`src/rtl/text_term_writer.sv`:
```
// text_term_writer
//   Byte-stream front end for the text-display character RAM (ram_sync).
//   Printable bytes are written at the cursor. CR, LF, BS and FF move the cursor.
//   A line feed or wrap past the bottom row scrolls the screen up one row by
//   copying the RAM in place. The whole screen is cleared to spaces after reset
//   and on FF. This block is the only writer of the RAM.
//
// Ports
//   clk         system clock, all logic on posedge
//   reset_n     synchronous active-low reset
//   in_data     character byte
//   in_valid    in_data valid
//   in_ready    byte taken on an edge with in_valid && in_ready
//   ram_addr    RAM address (row*COLS + col)
//   ram_din     RAM write data
//   ram_we      RAM write enable
//   ram_dout    RAM read data, one cycle after ram_addr
//   cursor_col  current cursor column
//   cursor_row  current cursor row
//   busy        high whenever no byte can be accepted
//
// Timing model: st_q names the action taken at the next edge. RAM strobes are
// registered, so each action shows up on the RAM port in the cycle after its edge.
module text_term_writer #(
    parameter int unsigned COLS = 32,
    parameter int unsigned ROWS = 30,
    parameter int unsigned D    = 10,
    parameter int unsigned W    = 8
) (
    input  logic                    clk,
    input  logic                    reset_n,
    input  logic [7:0]              in_data,
    input  logic                    in_valid,
    output logic                    in_ready,
    output logic [D-1:0]            ram_addr,
    output logic [W-1:0]            ram_din,
    output logic                    ram_we,
    input  logic [W-1:0]            ram_dout,
    output logic [$clog2(COLS)-1:0] cursor_col,
    output logic [$clog2(ROWS)-1:0] cursor_row,
    output logic                    busy
);

    localparam int unsigned CW = $clog2(COLS);
    localparam int unsigned RW = $clog2(ROWS);

    localparam logic [CW-1:0] COL_MAX    = CW'(COLS - 1);
    localparam logic [RW-1:0] ROW_MAX    = RW'(ROWS - 1);
    localparam logic [D-1:0]  IDX_END    = D'(COLS * ROWS - 1);
    localparam logic [D-1:0]  IDX_CPY    = D'(COLS * (ROWS - 1) - 1);
    localparam logic [D-1:0]  IDX_BOTTOM = D'(COLS * (ROWS - 1));
    localparam logic [W-1:0]  SPACE      = W'(8'h20);

    typedef enum logic [2:0] {
        StClear,
        StIdle,
        StWrite,
        StScrollRd,
        StScrollWr,
        StScrollClr
    } state_e;

    state_e          st_q, st_d;
    logic [D-1:0]    idx_q, idx_d;
    logic [CW-1:0]   col_q, col_d;
    logic [RW-1:0]   row_q, row_d;
    logic            we_q, we_d;
    logic [D-1:0]    addr_q, addr_d;
    logic [W-1:0]    din_q, din_d;
    logic            ready_q, ready_d;
    // Set for the cycle a scroll copy write is on the port; din then comes from the RAM.
    logic            pass_q, pass_d;

    logic [D-1:0]    cur_addr;
    logic            accept;
    logic            printable;

    assign cur_addr  = D'(int'(row_q) * COLS + int'(col_q));
    assign accept    = in_valid && ready_q && (st_q == StIdle);
    assign printable = (in_data >= 8'h20) && (in_data <= 8'h7E);

    always_comb begin
        st_d    = st_q;
        idx_d   = idx_q;
        col_d   = col_q;
        row_d   = row_q;
        we_d    = 1'b0;
        addr_d  = addr_q;
        din_d   = din_q;
        ready_d = 1'b0;
        pass_d  = 1'b0;

        case (st_q)
            StClear: begin
                we_d   = 1'b1;
                addr_d = idx_q;
                din_d  = SPACE;
                if (idx_q == IDX_END) begin
                    st_d  = StIdle;
                    idx_d = '0;
                end else begin
                    idx_d = idx_q + D'(1);
                end
            end

            StIdle: begin
                ready_d = 1'b1;
                if (accept) begin
                    if (printable) begin
                        st_d    = StWrite;
                        we_d    = 1'b1;
                        addr_d  = cur_addr;
                        din_d   = W'(in_data);
                        ready_d = 1'b0;
                    end else begin
                        case (in_data)
                            8'h0D: col_d = '0;
                            8'h08: begin
                                if (col_q != '0) begin
                                    col_d = col_q - CW'(1);
                                end
                            end
                            8'h0A: begin
                                if (row_q < ROW_MAX) begin
                                    row_d = row_q + RW'(1);
                                end else begin
                                    // First copy read goes out now; row stays at the bottom.
                                    st_d    = StScrollWr;
                                    idx_d   = '0;
                                    addr_d  = D'(COLS);
                                    ready_d = 1'b0;
                                end
                            end
                            8'h0C: begin
                                // Issue the first clear write here so the clear takes
                                // exactly COLS*ROWS cycles.
                                col_d   = '0;
                                row_d   = '0;
                                st_d    = StClear;
                                idx_d   = D'(1);
                                we_d    = 1'b1;
                                addr_d  = '0;
                                din_d   = SPACE;
                                ready_d = 1'b0;
                            end
                            default: ;
                        endcase
                    end
                end
            end

            StWrite: begin
                if (col_q < COL_MAX) begin
                    col_d   = col_q + CW'(1);
                    st_d    = StIdle;
                    ready_d = 1'b1;
                end else begin
                    col_d = '0;
                    if (row_q < ROW_MAX) begin
                        row_d   = row_q + RW'(1);
                        st_d    = StIdle;
                        ready_d = 1'b1;
                    end else begin
                        st_d   = StScrollWr;
                        idx_d  = '0;
                        addr_d = D'(COLS);
                    end
                end
            end

            StScrollRd: begin
                addr_d = D'(int'(idx_q) + COLS);
                st_d   = StScrollWr;
            end

            StScrollWr: begin
                we_d   = 1'b1;
                addr_d = idx_q;
                pass_d = 1'b1;
                if (idx_q == IDX_CPY) begin
                    st_d  = StScrollClr;
                    idx_d = IDX_BOTTOM;
                end else begin
                    st_d  = StScrollRd;
                    idx_d = idx_q + D'(1);
                end
            end

            StScrollClr: begin
                we_d   = 1'b1;
                addr_d = idx_q;
                din_d  = SPACE;
                if (idx_q == IDX_END) begin
                    st_d  = StIdle;
                    idx_d = '0;
                end else begin
                    idx_d = idx_q + D'(1);
                end
            end

            default: begin
                st_d  = StClear;
                idx_d = '0;
            end
        endcase
    end

    always_ff @(posedge clk) begin
        if (!reset_n) begin
            st_q    <= StClear;
            idx_q   <= '0;
            col_q   <= '0;
            row_q   <= '0;
            we_q    <= 1'b0;
            addr_q  <= '0;
            din_q   <= '0;
            ready_q <= 1'b0;
            pass_q  <= 1'b0;
        end else begin
            st_q    <= st_d;
            idx_q   <= idx_d;
            col_q   <= col_d;
            row_q   <= row_d;
            we_q    <= we_d;
            addr_q  <= addr_d;
            din_q   <= din_d;
            ready_q <= ready_d;
            pass_q  <= pass_d;
        end
    end

    assign ram_we     = we_q;
    assign ram_addr   = addr_q;
    assign ram_din    = pass_q ? ram_dout : din_q;
    assign in_ready   = ready_q;
    // Bytes are only taken in IDLE, so "not ready" is exactly "busy".
    assign busy       = !ready_q;
    assign cursor_col = col_q;
    assign cursor_row = row_q;

endmodule

```
`config.mk`:
```
export PLATFORM = sky130hd
export DESIGN_NAME = text_term_writer
export DESIGN_NICKNAME = d
export VERILOG_FILES = /design/src/rtl/text_term_writer.sv
export SDC_FILE = /design/constraint.sdc
export NUM_CORES = 1
export LEC_CHECK = 0
export CAP_MARGIN = 15
export CORE_AREA = 3 3 77 79
export CTS_CLUSTER_SIZE = 24
export DETAILED_ROUTE_END_ITERATION = 8
export DIE_AREA = 0 0 80 82
export MAX_ROUTING_LAYER = met4
export PLACE_DENSITY = 0.84
export SKIP_LAST_GASP = 1
export SYNTH_ARGS = -nofsm -noshare
export SYNTH_HDL_FRONTEND = slang
export SYNTH_SLANG_ARGS = --single-unit
```
`constraint.sdc`:
```
create_clock -name clk -period 6.34 [get_ports clk]
set_clock_uncertainty 0.15 [all_clocks]
set_input_delay 0.634 -clock clk [delete_from_list [all_inputs] [get_ports clk]]
set_output_delay 0.634 -clock clk [all_outputs]
set_load 0.01 [all_outputs]
```
== Word-level counts from Yosys, hierarchy flattened ==
Index checks and enable logic that the tools add are counted.
W data, S select, Z words.
Operators by class
  reductions and logical operators: 18
  equal/unequal tests: 21
  multiplexer cells: 51
  magnitude comparators: 4
  bitwise logic cells: 1
  add/subtract/negate cells: 6
Operators with widths (count)
  $mux W10: 10
  $pmux W10 S5: 1
  $mux W5: 8
  $pmux W10 S2: 2
  $pmux W10 S4: 1
  $pmux W5 S2: 4
  $eq A8 B4 Y1 const B: 4
  $mux W8: 4
  $mux W3: 7
  $eq A10 B10 Y1 const B: 2
  $pmux W8 S2: 1
  $pmux W3 S5: 1
  $reduce_and A5 Y1: 3
  $add A10 B1 Y10 const B: 1
  $add A10 B5 Y10: 1
  $add A10 B6 Y10 const B: 1
  $add A5 B1 Y5 const B: 2
  $lt A5 B5 Y1 const B: 2
  $ge A8 B6 Y1 const B: 1
  $le A8 B7 Y1 const B: 1
  $mux W1: 8
  $reduce_and A4 Y1: 2
  $eq A3 B2 Y1 const B: 2
  $eq A3 B3 Y1 const B: 2
  other kinds (21): 30
Storage, ports and cells
  register bits: 44
  logic and storage cells: 110
  output and inout port bits: 31
  input bits: 19

== Depth between registers and ports, before layout ==
Gate-level depths: netlist (run 1).
  depth in word-level cells: 6
  gate-level depth with buffers: 9
  mapped depth without buffers: 7

== Worst setup path after synthesis (run 1) ==
No wires, ideal clock.
  path type: input to register
  from: input port in_data[5]
  to: register addr_q[9] (netlist: ram_addr[9])
  data arrival time: 2.470 ns
  stages on the path: 8
  setup slack: 3.651 ns
  data required time: 6.121 ns
  cells stage by stage: or4_1 -> buf_6 -> nor3_2 -> nor3b_1 -> a221o_1 -> buf_2 -> or4b_1 -> o21ai_1
On the way
  word-level cells in the longest chain between the ends: 5
  elaborated cells on any way between the ends: 11
  classes of those cells: order compare: 2; eq/ne: 3; mux: 4; reduce/logical: 2
Ends and longest elaborated chain
  start, declared: RTL line 32  | input logic [7:0] in_data,
  $ge A8 B6 Y1 (tied with other cells): RTL line 80  | assign printable = (in_data >= 8'h20) && (in_data <= 8'h7E);
  $logic_and A1 B1 Y1 / $pmux W10 S2 (equally long branches): RTL line 80, 116
  $mux W10: RTL line 109  | if (printable) begin
  $mux W10: RTL line 108  | if (accept) begin
  $pmux W10 S4: RTL line 93  | case (st_q)
  end signal, assigned: RTL line 225  | addr_q <= addr_d;
  end, declared: RTL line 68  | logic [D-1:0] addr_q, addr_d;
Parallel ways exist; a longest one is shown, timed or not. The select of a mux whose other input is x is not followed.
A chain may end at the register's enable or synchronous reset.

== Worst setup path after layout (run 1) ==
  from: register st_q[0]
  to: register addr_q[3] (netlist: ram_addr[3])
On the way
  word-level cells in the longest chain between the ends: 4
  elaborated cells on any way between the ends: 14
  classes of those cells: eq/ne: 8; mux: 1; reduce/logical: 5
Ends and longest elaborated chain
  start, declared: RTL line 63  | state_e st_q, st_d;
  start signal, assigned: RTL line 210  | st_q <= StClear;
  start signal, assigned: RTL line 220  | st_q <= st_d;
  $eq A3 B3 Y1 (tied with other cells): RTL line 93
  $reduce_or A3 Y1 (no source line) / $logic_and A1 B1 Y1 (equally long branches)
  $reduce_bool A4 Y1 (no source line) / $ne A2 B2 Y1 (equally long branches)
  $reduce_and A4 Y1 (no source line)
Parallel ways exist; a longest one is shown, timed or not.

==> results of run 1 <==
==> state kept, by name (all words and copies together), names as in the netlist <==
register and count:
st_q 3, cursor_col 5, pass_q 1, ram_we 1
in_ready 1, ram_addr 10, cursor_row 5, idx_q 10
din_q 8
==> how the worst max path moves through the flow <==
stage | depth (start not counted) | from | endpoint
2_1_floorplan | 8 | in_data[5] | ram_addr[9]
3_3_place_gp | 7 | in_data[5] | idx_q[8]
3_5_place_dp | 7 | in_data[5] | ram_addr[9]
4_1_cts | 6 | st_q[0] | ram_addr[3]
5_1_grt | 6 | st_q[0] | ram_addr[3]
6_report | 6 | st_q[0] | ram_addr[3]
==> placed cells by master (no fill, tap or decap), types with 3 or more instances in the layout <==
cell type / count
sky130_fd_sc_hd__o311ai_0: 4
sky130_fd_sc_hd__nor3b_1: 3
sky130_fd_sc_hd__o31a_1: 4
sky130_fd_sc_hd__a21oi_1: 37
sky130_fd_sc_hd__a31oi_1: 8
sky130_fd_sc_hd__dfxtp_1: 44
sky130_fd_sc_hd__clkbuf_8: 6
sky130_fd_sc_hd__o21ai_0: 37
sky130_fd_sc_hd__a41oi_1: 3
sky130_fd_sc_hd__and3_1: 6
sky130_fd_sc_hd__nor3_1: 12
sky130_fd_sc_hd__ha_1: 6
sky130_fd_sc_hd__a221oi_1: 3
sky130_fd_sc_hd__nand3_1: 15
sky130_fd_sc_hd__a311oi_1: 3
sky130_fd_sc_hd__a22o_1: 10
sky130_fd_sc_hd__nor2_1: 37
sky130_fd_sc_hd__mux2_2: 8
sky130_fd_sc_hd__a211oi_1: 4
sky130_fd_sc_hd__nor2b_1: 5
sky130_fd_sc_hd__a21o_1: 3
sky130_fd_sc_hd__clkdlybuf4s50_1: 49
sky130_fd_sc_hd__o2111ai_1: 4
sky130_fd_sc_hd__nand2b_1: 10
sky130_fd_sc_hd__inv_1: 14
sky130_fd_sc_hd__o21a_1: 5
sky130_fd_sc_hd__nand2_1: 30
sky130_fd_sc_hd__and2_1: 4
sky130_fd_sc_hd__a221o_1: 3
sky130_fd_sc_hd__or3_1: 7
sky130_fd_sc_hd__nor4_1: 4
sky130_fd_sc_hd__a31o_2: 3
==> cell families after synthesis <==
group	count (synthesis)	share of synthesized area, %
DFF	44	28.9
adders and majority gates	6	2.47
buffers and inverters	41	5.39
AOI/OAI and AO/OA	154	33.8
muxes	9	3.29
xor gates and xnor gates	1	0.288
and+or+nand+nor	150	25.9
==> cells in the mapped netlist (all sizes together) (4+ instances only) <==
library cell	number	area [sq um]
dfxtp	44	881
o21ai	39	195
a21oi	38	194
nor2	37	139
nand2	30	113
clkbuf	22	82.6
nand3	15	75.1
inv	14	52.6
nor3	13	70.1
a22o	10	87.6
nand2b	10	62.6
a31oi	8	50.1
mux2	8	90.1
or3	7	43.8
and3	6	37.5
ha	6	75.1
nor2b	5	31.3
nor4	5	37.5
o21a	5	37.5
a211oi	4	30.0
and2	4	25.0
buf	4	25.0
nor3b	4	35.0
o2111ai	4	35.0
o311ai	4	35.0
o31a	4	35.0
==> power by group through the flow <==
stage	clock network [W]	registers, W	logic, W
global route	0.000244	0.000419	0.000616
detailed placement	0	0.000410	0.000538
finish	0.000233	0.000409	0.000553
CTS	0.000233	0.000405	0.000546
global placement	0	0.000409	0.000529
floorplan	0	0.000376	0.000393
==> area by class of cell <==
type	count	area, sq um	share of cell area, %
inverters	15	56.3	1.54
clock buffers	6	82.6	2.27
repair buffers	50	498	13.7
well taps	72	90.1	2.47
multi-input cells	320	2000	54.8
flip-flops and latches	44	881	24.2
clock inverters	2	38.8	1.06
==> metal layers <==
metal  vias to the layer above  track usage [%]  wire length, um
li1                       1594                -                -
met1                      1588             36.6             3830
met2                       168             48.1             4330
met3                        30             4.93              724
met4                         0             11.7              230
met5                         -                -                0
==> critical path, delay by kind of cell, from the launching register on <==
kind / cells / cell delay [ns]
AOI/OAI and AO/OA: 4 / 1.10
DFF: 1 / 0.85
and+or+nand+nor: 2 / 1.16
==> per-stage QoR <==
stage	worst slack [ns]	power, W	instances
floorplan	3.65	0.000769	405
global placement	2.93	0.000938	501
detailed placement	2.86	0.000948	501
CTS	3.10	0.00118	509
global route	2.62	0.00128	509
finish	2.99	0.00120	509
==> metrics.txt, run 1 <==
# TYPE chip_impl_metric gauge
chip_impl_metric{name="avg_vias_per_cell",unit=""} 6.64
chip_impl_metric{name="cts_repair_resize_count",unit=""} 0
chip_impl_metric{name="final_nets",unit=""} 461
chip_impl_metric{name="timing.final.crit_period",unit="ns"} 3.35
chip_impl_info{name="synth_ff_type",value="sky130_fd_sc_hd__dfxtp_1"} 1
chip_impl_metric{name="relSlewSlack",unit="%"} 24.8
chip_impl_metric{name="drc",unit=""} 0
chip_impl_info{name="grt_setup_unrepaired",value="no"} 1
chip_impl_info{name="worst-setup-path-type",value="register to register"} 1
chip_impl_metric{name="area_overhead_vs_synth",unit="%"} 19.8
chip_impl_metric{name="tightestPinTransition",unit="ns"} 1.11
chip_impl_metric{name="postSynthRegisterBits",unit=""} 44
chip_impl_metric{name="buffer_ports.inserted",unit=""} 49
chip_impl_metric{name="route.antenna.remaining_nets",unit=""} 0
chip_impl_info{name="cts_tree",value="built"} 1
chip_impl_metric{name="finish.utilization",unit="%"} 67.4
chip_impl_metric{name="avgRoutedWirePerCell",unit="um"} 17.9
chip_impl_metric{name="initial_utilization",unit="%"} 56.3
chip_impl_metric{name="power_leakage",unit="nW"} 1.24
chip_impl_metric{name="switching_power",unit="W"} 0.000498
chip_impl_info{name="timing.critical_path.cells",value="nor3b_2 -> o21ai_0 -> nor3b_1 -> a221o_1 -> o21ai_0 -> a21oi_1"} 1
chip_impl_info{name="cpMostUsedCell",value="sky130_fd_sc_hd__o21ai_0"} 1
chip_impl_info{name="worstReg2RegEnd",value="ram_addr[3]"} 1
chip_impl_metric{name="switching_share",unit="%"} 41.7
chip_impl_metric{name="cp_data_arrival_time",unit="ns"} 3.43
chip_impl_metric{name="number_of_levels_in_the_clock_h_tree",unit=""} 2
chip_impl_metric{name="setup-tns-final",unit="ns"} 0
chip_impl_metric{name="peakVddDrop",unit="uV"} 206
chip_impl_metric{name="synth_fp_nets",unit=""} 430
chip_impl_metric{name="grt_max_degree",unit=""} 27
chip_impl_metric{name="synth.distinct_cells",unit=""} 68
chip_impl_metric{name="pwr-share-seq",unit="%"} 34.2
chip_impl_metric{name="p_int",unit="W"} 0.000698
chip_impl_metric{name="timing_hold_violations_final",unit=""} 0
chip_impl_metric{name="routabilityCongestion",unit=""} 0.912
chip_impl_metric{name="path_clk_slew",unit="ns"} 0.09
chip_impl_metric{name="total_core_area",unit="sq mm"} 0.00541
chip_impl_info{name="worst_hold_path.endpoint",value="din_q[7]"} 1
chip_impl_metric{name="num_vias",unit=""} 3380
chip_impl_metric{name="final-max-slew-violation-count",unit=""} 0
chip_impl_metric{name="post-cts-setup-buffers",unit=""} 0
chip_impl_info{name="regToRegStartpoint",value="st_q[0]"} 1
chip_impl_metric{name="setup_viol",unit=""} 0
chip_impl_metric{name="hold_slack",unit="ns"} 0.322
chip_impl_metric{name="cts_made_buffers",unit=""} 5
chip_impl_metric{name="clkLatencyLatePin",unit="ns"} 0.31
chip_impl_metric{name="drt-total-wl",unit="um"} 9120
chip_impl_metric{name="synth.cell_area",unit="sq mm"} 0.00304
chip_impl_metric{name="placement.cell_area",unit="sq mm"} 0.00352
chip_impl_metric{name="cp.required",unit="ns"} 6.42
chip_impl_metric{name="ctsHoldBuffers",unit=""} 0
chip_impl_info{name="crit_path_top_delay_cell",value="sky130_fd_sc_hd__dfxtp_1"} 1
chip_impl_metric{name="drive_gt1_share",unit="%"} 5.95
chip_impl_metric{name="grt_pass1_vias",unit=""} 3191
chip_impl_metric{name="yosys_warnings",unit=""} 0
chip_impl_info{name="hold_class",value="register to register"} 1
chip_impl_metric{name="max_cap_viol_count",unit=""} 0
chip_impl_metric{name="min_path_cells",unit=""} 1
chip_impl_metric{name="global_route_wire_length_before_repair",unit="um"} 15200
chip_impl_metric{name="critPathMaxStageDelay",unit="ns"} 0.85
chip_impl_metric{name="synthCells",unit=""} 405
chip_impl_metric{name="cts.sinks",unit=""} 44
chip_impl_info{name="timing.hold.worst.start",value="din_q[7]"} 1
chip_impl_metric{name="synth-seq-area-share",unit="%"} 28.9
chip_impl_metric{name="n_fill_cell",unit=""} 470
chip_impl_metric{name="cts.path.max_buffers",unit=""} 2
chip_impl_metric{name="avgSynthCellArea",unit="sq um"} 7.51
chip_impl_metric{name="critPathMaxFanout",unit=""} 24
chip_impl_metric{name="dr.first_iter.drc_count",unit=""} 417
chip_impl_metric{name="die_area",unit="sq mm"} 0.00656
chip_impl_metric{name="comb_power_share",unit="%"} 46.3
chip_impl_metric{name="io_pins",unit=""} 50
chip_impl_metric{name="aggregate_global_route_resource_usage",unit="%"} 29.5
chip_impl_metric{name="reg2reg_depth",unit=""} 6
chip_impl_metric{name="initial_antenna_violation_count",unit=""} 0
chip_impl_metric{name="synth_enable_flop_cells",unit=""} 0
chip_impl_metric{name="layout_worst_path_cycle_share",unit="%"} 52.9
chip_impl_metric{name="postSynth.asyncResetShare",unit="%"} 0
chip_impl_metric{name="top_achievable_clock_speed",unit="GHz"} 0.298
chip_impl_metric{name="die_width",unit="um"} 80
chip_impl_metric{name="floorplan.die.height",unit="um"} 82
chip_impl_info{name="cts-root-buf",value="sky130_fd_sc_hd__clkbuf_8"} 1
chip_impl_metric{name="final_std_cell_area_no_fill",unit="sq mm"} 0.00364
chip_impl_metric{name="setup.reg_to_reg.worst_slack",unit="ns"} 2.99
chip_impl_metric{name="antenna-diode-count",unit=""} 0
chip_impl_info{name="setup.worst_path.start_class",value="register"} 1
chip_impl_metric{name="num_rows",unit=""} 27
chip_impl_metric{name="clock_power_share",unit="%"} 19.5
chip_impl_metric{name="firstDrtPassIters",unit=""} 7
chip_impl_metric{name="global_route.overflow_total",unit=""} 0
chip_impl_info{name="status",value="complete, no violations"} 1
chip_impl_metric{name="hpwl_after_detailed_placement",unit="um"} 6290
chip_impl_info{name="timing.critical_path.to_type",value="register"} 1
chip_impl_metric{name="power-per-cell-area",unit="mW/mm^2"} 328
Note: power is estimated with default switching activity, not from simulation.
==> run 2: changes to the inputs <==
- CORE_AREA: 3 3 77 79 -> 3 3 80 82
- DIE_AREA: 0 0 80 82 -> 0 0 83 85
- PLACE_DENSITY: 0.84 -> 0.78
- clock period: 6.34 -> 3.4 ns (I/O delays scaled with it)
==> run 2 against run 1 <==
Compared with the run above:
- hold slack lost 0.0029 ns
- sequential power grew 73%
- first-iteration DRC count shrank 35%
- clock-buffer cell count is the same
- die area grew 7.5%
- critical path depth grew 2
- sequential cell count is the same
- clock power grew 36%
- combinational power grew 99%
- global-route usage shrank 3.2 points
==> metrics.txt, run 2 (synthesis results as in run 1) <==
# TYPE chip_impl_metric gauge
chip_impl_info{name="status",value="complete, no violations"} 1
chip_impl_info{name="regToRegStartpoint",value="idx_q[0]"} 1
chip_impl_metric{name="initial_antenna_violation_count",unit=""} 0
chip_impl_metric{name="grt_pass1_vias",unit=""} 3164
chip_impl_info{name="cts_tree",value="built"} 1
chip_impl_metric{name="total_core_area",unit="sq mm"} 0.00582
chip_impl_metric{name="initial_utilization",unit="%"} 52.3
chip_impl_metric{name="final.setup.worst_slack",unit="ns"} 0.520
chip_impl_metric{name="floorplan.die.height",unit="um"} 85
chip_impl_metric{name="io_pins",unit=""} 50
chip_impl_metric{name="multi_input_area",unit="sq mm"} 0.00200
chip_impl_metric{name="area_overhead_vs_synth",unit="%"} 20.4
chip_impl_metric{name="number_of_levels_in_the_clock_h_tree",unit=""} 2
chip_impl_metric{name="cts_repair_resize_count",unit=""} 0
chip_impl_metric{name="avg_vias_per_cell",unit=""} 6.49
chip_impl_metric{name="num_rows",unit=""} 28
chip_impl_metric{name="path_clk_slew",unit="ns"} 0.08
chip_impl_metric{name="setup_viol",unit=""} 0
chip_impl_metric{name="setup-tns-final",unit="ns"} 0
chip_impl_metric{name="drc",unit=""} 0
chip_impl_metric{name="global_route_wire_length_before_repair",unit="um"} 15100
chip_impl_metric{name="dr.first_iter.drc_count",unit=""} 270
chip_impl_info{name="worst-setup-path-type",value="input port to register"} 1
chip_impl_metric{name="finish.utilization",unit="%"} 63.0
chip_impl_metric{name="die_width",unit="um"} 83
chip_impl_metric{name="grt_max_degree",unit=""} 22
chip_impl_metric{name="max_cap_viol_count",unit=""} 0
chip_impl_metric{name="buffer_ports.inserted",unit=""} 49
chip_impl_metric{name="post-place-ws",unit="ns"} 0.249
chip_impl_metric{name="clkLatencyLatePin",unit="ns"} 0.30
chip_impl_metric{name="ctsHoldBuffers",unit=""} 0
chip_impl_metric{name="aggregate_global_route_resource_usage",unit="%"} 26.4
chip_impl_metric{name="ff_latch_area",unit="sq um"} 881
chip_impl_info{name="setup.worst_path.start_class",value="input port"} 1
chip_impl_info{name="hold_class",value="register to register"} 1
chip_impl_metric{name="power_leakage",unit="nW"} 1.27
chip_impl_metric{name="n_fill_cell",unit=""} 563
chip_impl_metric{name="routabilityCongestion",unit=""} 0.965
chip_impl_metric{name="hpwl_after_detailed_placement",unit="um"} 6550
chip_impl_metric{name="tightestPinTransition",unit="ns"} 0.831
chip_impl_metric{name="critPathMaxFanout",unit=""} 8
chip_impl_metric{name="timing_hold_violations_final",unit=""} 0
chip_impl_metric{name="num_vias",unit=""} 3367
chip_impl_metric{name="cp_data_arrival_time",unit="ns"} 2.88
chip_impl_metric{name="top_achievable_clock_speed",unit="GHz"} 0.347
chip_impl_metric{name="layout_worst_path_cycle_share",unit="%"} 84.7
chip_impl_info{name="grt_setup_unrepaired",value="no"} 1
chip_impl_metric{name="drt-total-wl",unit="um"} 9020
chip_impl_info{name="layout.cells.most_common",value="sky130_fd_sc_hd__clkdlybuf4s50_1"} 1
chip_impl_metric{name="timing.final.crit_period",unit="ns"} 2.88
chip_impl_metric{name="avgRoutedWirePerCell",unit="um"} 17.4
chip_impl_metric{name="cts.path.max_buffers",unit=""} 2
chip_impl_metric{name="final_nets",unit=""} 469
chip_impl_info{name="critical_path.startpoint",value="in_data[5]"} 1
chip_impl_info{name="timing.hold.worst.start",value="din_q[7]"} 1
chip_impl_metric{name="post-cts-setup-buffers",unit=""} 0
chip_impl_metric{name="global_route.overflow_total",unit=""} 0
chip_impl_metric{name="route.antenna.remaining_nets",unit=""} 0
chip_impl_info{name="timing.critical_path.to_type",value="register"} 1
chip_impl_info{name="cts-root-buf",value="sky130_fd_sc_hd__clkbuf_8"} 1
chip_impl_metric{name="cp.required",unit="ns"} 3.40
chip_impl_metric{name="peakVddDrop",unit="uV"} 346
chip_impl_metric{name="final-max-slew-violation-count",unit=""} 0
chip_impl_metric{name="power-per-cell-area",unit="mW/mm^2"} 581
chip_impl_metric{name="cts.sinks",unit=""} 44
chip_impl_metric{name="drive_gt1_share",unit="%"} 7.21
chip_impl_info{name="layout_common_cells",value="49 x sky130_fd_sc_hd__clkdlybuf4s50_1, 44 x sky130_fd_sc_hd__dfxtp_1, 37 x sky130_fd_sc_hd__nor2_1, 37 x sky130_fd_sc_hd__o21ai_0, 37 x sky130_fd_sc_hd__a21oi_1"} 1
chip_impl_metric{name="firstDrtPassIters",unit=""} 7
chip_impl_metric{name="antenna-diode-count",unit=""} 0
chip_impl_metric{name="relSlewSlack",unit="%"} 44.5
chip_impl_metric{name="die_area",unit="sq mm"} 0.00706
chip_impl_metric{name="cts_made_buffers",unit=""} 5
[run 2: cell count changes in the layout (fill, tap and decap cells not counted), sizes merged]
cell	change
bufinv	-1
buf	+8
[run 2: worst paths after layout]
| check | cells after the start | slack [ns] | endpoint |
|---|---|---|---|
| worst max register to register | 7 | 0.68 | idx_q[0] |
| worst min-delay path | 1 | 0.32 | din_q[7] |
| worst max-delay path | 8 | 0.52 | idx_q[6] |
| worst min register to register | 1 | 0.32 | din_q[7] |
[run 2: area by class of cell]
| class | instances | area share [%] |
|---|---|---|
| sequential | 44 | 24.0 |
| tap | 75 | 2.56 |
| clock inverter | 1 | 0.137 |
| multi-input combinational | 320 | 54.5 |
| clock buffer | 6 | 1.98 |
| timing repair buffer | 58 | 15.2 |
| inverter | 15 | 1.54 |
[run 2: per-stage QoR]
stage	cells	cell area (sq um)	hold slack, ns	total power (W)
2_1_floorplan	405	3040	0.276	0.00143
3_5_place_dp	512	3590	0.296	0.00180
6_report	519	3660	0.319	0.00213
3_3_place_gp	512	3590	0.290	0.00178
5_1_grt	519	3660	0.354	0.00229
4_1_cts	519	3660	0.322	0.00212
[run 2: power by group]
part / internal [W] / total (W) / leakage (nW) / switching (W)
Sequential: 0.000601 / 0.000708 / 0.357 / 0.000107
Clock: 0.000140 / 0.000318 / 0.0410 / 0.000178
Combinational: 0.000481 / 0.00110 / 0.867 / 0.000620
[run 2: worst max-delay path: stages]
cell	delay, ns
sky130_fd_sc_hd__clkdlybuf4s50_1	0.49
sky130_fd_sc_hd__or4_1	0.60
sky130_fd_sc_hd__buf_4	0.19
sky130_fd_sc_hd__o41ai_1	0.57
sky130_fd_sc_hd__o31a_1	0.27
sky130_fd_sc_hd__nand2_1	0.14
sky130_fd_sc_hd__o21ai_0	0.19
sky130_fd_sc_hd__a21oi_1	0.09
[run 2: layer usage]
| metal | vias up | global-route usage (%) | part of all wire (%) |
|---|---|---|---|
| li1 | 1618 | - | - |
| met1 | 1588 | 33.2 | 44 |
| met2 | 146 | 44.1 | 47 |
| met3 | 15 | 3.98 | 6.7 |
| met4 | 0 | 7.43 | 1.6 |
| met5 | - | - | 0 |
==> variant 1: new RTL, config.mk and constraints of run 2 <==
Reset style: asynchronous (`reset_n`), changed in one clocked block. Comments in the files are not updated.
--- a/src/rtl/text_term_writer.sv
+++ b/src/rtl/text_term_writer.sv
@@ -206,5 +206,5 @@
     end
 
-    always_ff @(posedge clk) begin
+    always_ff @(posedge clk or negedge reset_n) begin
         if (!reset_n) begin
             st_q    <= StClear;
Behaviour: differs if reset_n is asserted again (counterexample within 4 cycles, from zero or initial values and one cycle with reset_n low); with reset_n held inactive, the same outputs for 10 cycles.
==> variant 1 against run 2 <==
  * Wire length shrank 8.0%
  * Highest routed layer unchanged
  * Worst setup slack gained 0.31 ns
  * Area after synthesis shrank 1.1%
  * Design area shrank 0.61%
  * Critical path type unchanged
  * Critical path depth shrank 2
  * Sequential cell count is the same
Power is not compared: it rests on default switching activity, and its combinational part moved more than twofold at a synthesized area within 25%.
==> variant 1: results (changes against run 2) <==
Logic synthesis
  – Ys async rst share: 100.0% (+100 points)
  – Register area share after synthesis: 36.58% (+7.6 points)
  – Synth cell count leaders: dfrtp_1, nand2_1, a21oi_1
  – Post-Syn Nets: 352 (-18%)
  – Dominant synthesized flop cell: dfrtp_1
  – Synth cell types: 71 (+4.4%)
  – Top cells by area, synth: dfrtp_1, a22o_1, nand2_1

Critical path
  – Crit path max-delay family: compound AO/OA/AOI/OAI gates
  – Reg2Reg Depth: 5 (-2)
  – Max stage delay cell, worst path: clkdlybuf4s50_1
  – CP max FO: 9 (+1)
  – Max incr delay on CP: 0.69 ns (+0.09 ns)
  – Reg-to-reg startpoint: st_q[0]$_DFFE_PN0P_
  – Crit path from: in_data[1]
  – Critical path data arrival time: 2.62 ns (-0.26 ns)

Finish
  – Nets: 396 (-16%)
  – # fillers: 514 (-8.7%)
  – Layout cells sized above 1: 9.946% (+2.7 points)
  – Core Util, Final: 62.63% (-0.39 points)

GRT
  – Initial antenna violation count: 0 (unchanged)
  – Total grt overflow: 0 (unchanged)
  – Largest net degree at the start of global routing: 45 (+100%)
  – Tot GR Track Use: 24.18% (-2.2 points)
  – First-pass GRT wire length: 13500 microns (-11%)
  – Number of global-route vias before repair: 2692 (-15%)

Detailed routing
  – Vias per cell: 6.454 (-0.51%)
  – DR pass1 iterations: 5 (-2)
  – DRT iter0 DRCs: 232 (-14%)
  – Drt wl/cell: 18.56 microns (+6.8%)

Power and ir drop
  – Pleak: 1.489 nW

Clocking
  – CTS hold repair buffers: 0 (unchanged)
  – Clock root buffer: clkbuf_8
  – Clock Latency Late Sink: 0.31 ns
  – CTS H-tree depth: 2 (unchanged)
  – CTS clock-pin slew for the worst setup and hold paths: 0.09 ns

Worst hold path
  – Hold Path Class: in2async

Timing
  – Worst slew pin tran: 0.9843 ns (+0.1532 ns)

Status
  – Status: completed

Placement
  – Routability cong.: 0.9684 (+0.31%)
  – HPWL after DPL: 6155 microns (-6.0%)
-- variant 1: cell count changes after synthesis, sizes merged, moves of 7 or more --
cell,delta
dfrtp,+44
dfxtp,-44
nor2,-23
a21oi,-18
o21ai,-18
clkbuf,-11
nor3,-8
a32oi,+7
-- variant 1: cells by family (layout without fill, tap and decap cells) --
family	count (synthesis)	after routing	synth area share, %
compound gates	127	127	32.00
simple gates	105	105	19.66
flops	44	44	36.58
buf+inv	29	74	3.865
mux	10	10	3.658
fa+ha+maj	6	6	2.494
xor+xnor	6	6	1.746
-- variant 1: area by class of cell --
class                   instances  share of cell area [%]
clock buffers                   7                   2.370
clock inverters                 1                  0.2061
inverters                      14                   1.443
multi-input cells             254                   49.23
flip-flops and latches         44                   30.23
well taps                      75                   2.576
repair buffers                 52                   13.95
-- variant 1: final timing paths --
path | end | slack (ns)
worst max-delay path | ram_addr[7]$_DFFE_PN0P_ | 0.83
worst min-delay path | din_q[0]$_DFFE_PN0P_ | 0.03
worst max register to register | ram_addr[8]$_DFFE_PN0P_ | 0.85
worst min register to register | din_q[7]$_DFFE_PN0P_ | 0.34
max in group asynchronous | cursor_row[3]$_DFFE_PN0P_ | 2.45
min in group clk | din_q[7]$_DFFE_PN0P_ | 0.34
-- variant 1: routing by layer --
layer	track usage, %	share of wire (%)	up-vias	wire length [microns]
met5	-	0	-	0
met4	9.212	2.6	0	214
met3	4.466	5.8	22	480
met2	37.17	47	116	3879
met1	31.93	45	1397	3723
li1	-	-	1350	-
-- variant 1: through the flow --
| step | setup slack [ns] | area (sq um) | instances | total power [W] | hold WS [ns] |
|---|---|---|---|---|---|
| floorplan | 1.332 | 3010 | 327 | 0.0005555 | -0.1056 |
| global placement | 0.5539 | 3548 | 439 | 0.0005949 | 0.3211 |
| detailed placement | 0.5199 | 3548 | 439 | 0.0005958 | 0.3258 |
| CTS | 0.8613 | 3642 | 447 | 0.0009432 | 0.07343 |
| global route | 0.6286 | 3642 | 447 | 0.0009590 | 0.1260 |
| finish | 0.8286 | 3642 | 447 | 0.0009356 | 0.02552 |
-- variant 1: where the power goes --
| part | total (W) | switching, W | internal, W | leakage [nW] |
|---|---|---|---|---|
| registers | 0.000523 | 0 | 0.000523 | 0.544 |
| logic | 0.0000625 | 0.0000368 | 0.0000257 | 0.901 |
| clock network | 0.000350 | 0.000185 | 0.000165 | 0.0445 |
==> variant 2: new RTL, settings of run 2 <==
Made on the original files. Set the parameter `D` to 9 (it was 10).
--- a/src/rtl/text_term_writer.sv
+++ b/src/rtl/text_term_writer.sv
@@ -25,5 +25,5 @@
     parameter int unsigned COLS = 32,
     parameter int unsigned ROWS = 30,
-    parameter int unsigned D    = 10,
+    parameter int unsigned D    = 9,
     parameter int unsigned W    = 8
 ) (
Interface: changed (resized ram_addr); port bits go from 50 to 49. No check against the original RTL was run, so the function may have changed too.
==> variant 2 against run 2 <==
  * Critical path depth down 2
  * Die area unchanged
  * Area after synthesis down 8.7%
  * Sequential share of layout area up 0.58 points
  * Wire length down 12%
  * Largest power group unchanged
  * Count of clock-buffer cells in the layout unchanged
  * Highest routed layer unchanged
  * Via count down 11%
  * Sequential power down 2%
  * Power down 4.7%
  * Sequential cell count down 2
  * Non-clock buffer count down 4
  * Design area down 6.8%
  * Worst setup slack better by 0.34 ns
==> variant 2: results (changes against run 2) <==
Critical path
  – Critical path data arrival time: 2.61 ns (-0.27 ns)
  – Max incr delay on CP: 0.58 ns (-0.02 ns)
  – CP max FO: 11 (+3)
  – Reg2Reg Depth: 6 (-1)
  – End of the worst register-to-register path: idx_q[7]$_SDFFE_PN0P_
  – Reg-to-reg startpoint: st_q[2]$_SDFFE_PN0P_
  – R2R setup slack: 0.86 ns (+0.18 ns)
  – Max stage delay cell, worst path: dfxtp_1

Logic synthesis
  – Post-Syn Nets: 385 (-10%)
  – Cells after Synth: 360 (-11%)
  – Dominant synthesized flop cell: dfxtp_1
  – Ys async rst share: 0% (unchanged)
  – YS warnings: 0 (unchanged)
  – Synth cell count leaders: nand2_1, dfxtp_1, a21oi_1
  – Register area share after synthesis: 30.27% (+1.3 points)
  – Top cells by area, synth: dfxtp_1, nand2_1, a21oi_1
  – Synth cell types: 69 (+1.5%)

Timing
  – Max_slew headroom: 58.16% (+14 points)

Placement
  – Post-Place Cells: 468 (-8.6%)
  – Routability cong.: 0.9120 (-5.5%)
  – Pre-CTS WS: 0.5794 ns (+0.3307 ns)
  – Port Buffer Count: 48 (-2.0%)
  – HPWL after DPL: 5714 microns (-13%)
  – Dpl cell area: 0.003306 sq mm (-7.8%)

Clocking
  – Clock Latency Late Sink: 0.31 ns
  – CTS H-tree depth: 2 (unchanged)
  – Setup bufs post-CTS: 0 (unchanged)
  – Clock buffer count from CTS: 5 (unchanged)
  – CTS clock-pin slew for the worst setup and hold paths: about 0.090 ns
  – Clock root buffer: clkbuf_8
  – Clock buffer depth: 2 (unchanged)
  – PostCTS Resize Cnt: 0 (unchanged)

Finish
  – Antenna Cells: 0 (unchanged)
  – Non-filler instance count after layout: 476 (-8.3%)
  – # fillers: 562 (-0.18%)
  – Nets: 425 (-9.4%)
  – Layout cells sized above 1: 9.726% (+2.5 points)

GRT
  – Initial antenna violation count: 0 (unchanged)
  – Number of global-route vias before repair: 2727 (-14%)
  – Largest net degree at the start of global routing: 23 (+4.5%)
  – First-pass GRT wire length: 13680 microns (-9.6%)
  – Tot GR Track Use: 23.91% (-2.5 points)

Detailed routing
  – DR pass1 iterations: 5 (-2)
  – WL final: 7982 microns (-12%)
  – Vias: 3013 (-11%)
  – DRT iter0 DRCs: 374 (+39%)

Worst hold path
  – Hold Path Class: reg2reg
  – Min-delay src: din_q[0]$_SDFFE_PN0P_
  – WHS Endpoint: din_q[0]$_SDFFE_PN0P_
  – Hold path cells: 2 (+1)

Power and ir drop
  – Worst vdd ir: 238.6 uV (-31%)
  – Pleak: 1.181 nW (-6.7%)
  – Pwr Density: 593.8 mW/mm^2 (+2.3%)

Status
  – Status: completed
==> variant 2: critical path, delay by kind of cell, from the launching register on <==
family	cells	cell delay [ns]
AOI/OAI and AO/OA	4	0.95
DFF	1	0.58
and+or+nand+nor	2	0.78
==> variant 2: layout make-up <==
cell class                 count  share of cell area (%)
tap                           75                   2.747
inverter                      17                   1.868
timing repair buffer          54                   15.38
sequential                    42                   24.62
clock buffer                   6                   2.125
multi-input combinational    280                   52.16
clock inverter                 2                   1.099
==> variant 2: metal layers <==
layer	GRT usage, %	routed length (microns)	vias up
li1	-	-	1449
met1	31.80	3639	1423
met2	38.05	3740	132
met3	3.204	505	9
met4	7.132	96	0
met5	-	0	-
==> variant 2: how the worst max path moves through the flow <==
stage | from | end | slack [ns] | cells after the start
4_1_cts | in_data[5] | ram_addr[8]$_SDFFE_PN0P_ | 0.91 | 6
3_3_place_gp | in_data[5] | ram_addr[8]$_SDFFE_PN0P_ | 0.69 | 6
5_1_grt | in_data[5] | ram_addr[6]$_SDFFE_PN0P_ | 0.64 | 7
2_1_floorplan | idx_q[0]$_SDFFE_PN0P_ | st_q[2]$_SDFFE_PN0P_ | 1.22 | 7
6_report | st_q[2]$_SDFFE_PN0P_ | idx_q[7]$_SDFFE_PN0P_ | 0.86 | 6
3_5_place_dp | in_data[5] | cursor_row[0]$_SDFFE_PN0P_ | 0.58 | 6
==> variant 2: kinds of logic after synthesis <==
group	synth area share, %
xor+xnor	0.3154
flops	30.27
buf+inv	5.586
compound gates	32.03
fa+ha+maj	2.703
simple gates	25.50
mux	3.604
==> variant 2: metrics by stage <==
step                      hold WS [ns]  power, W
after CTS                       0.3032  0.002010
after global routing            0.3206  0.002156
after detailed placement        0.2909  0.001604
after global placement          0.2886  0.001593
after floorplan                 0.2794  0.001289
final                           0.3018  0.002028
==> variant 2: power by group <==
group	leakage (nW)	switching, W	total, W	internal [W]
registers	0.341	0.000123	0.000696	0.000573
clock network	0.0514	0.000186	0.000406	0.000219
logic	0.788	0.000518	0.000926	0.000409
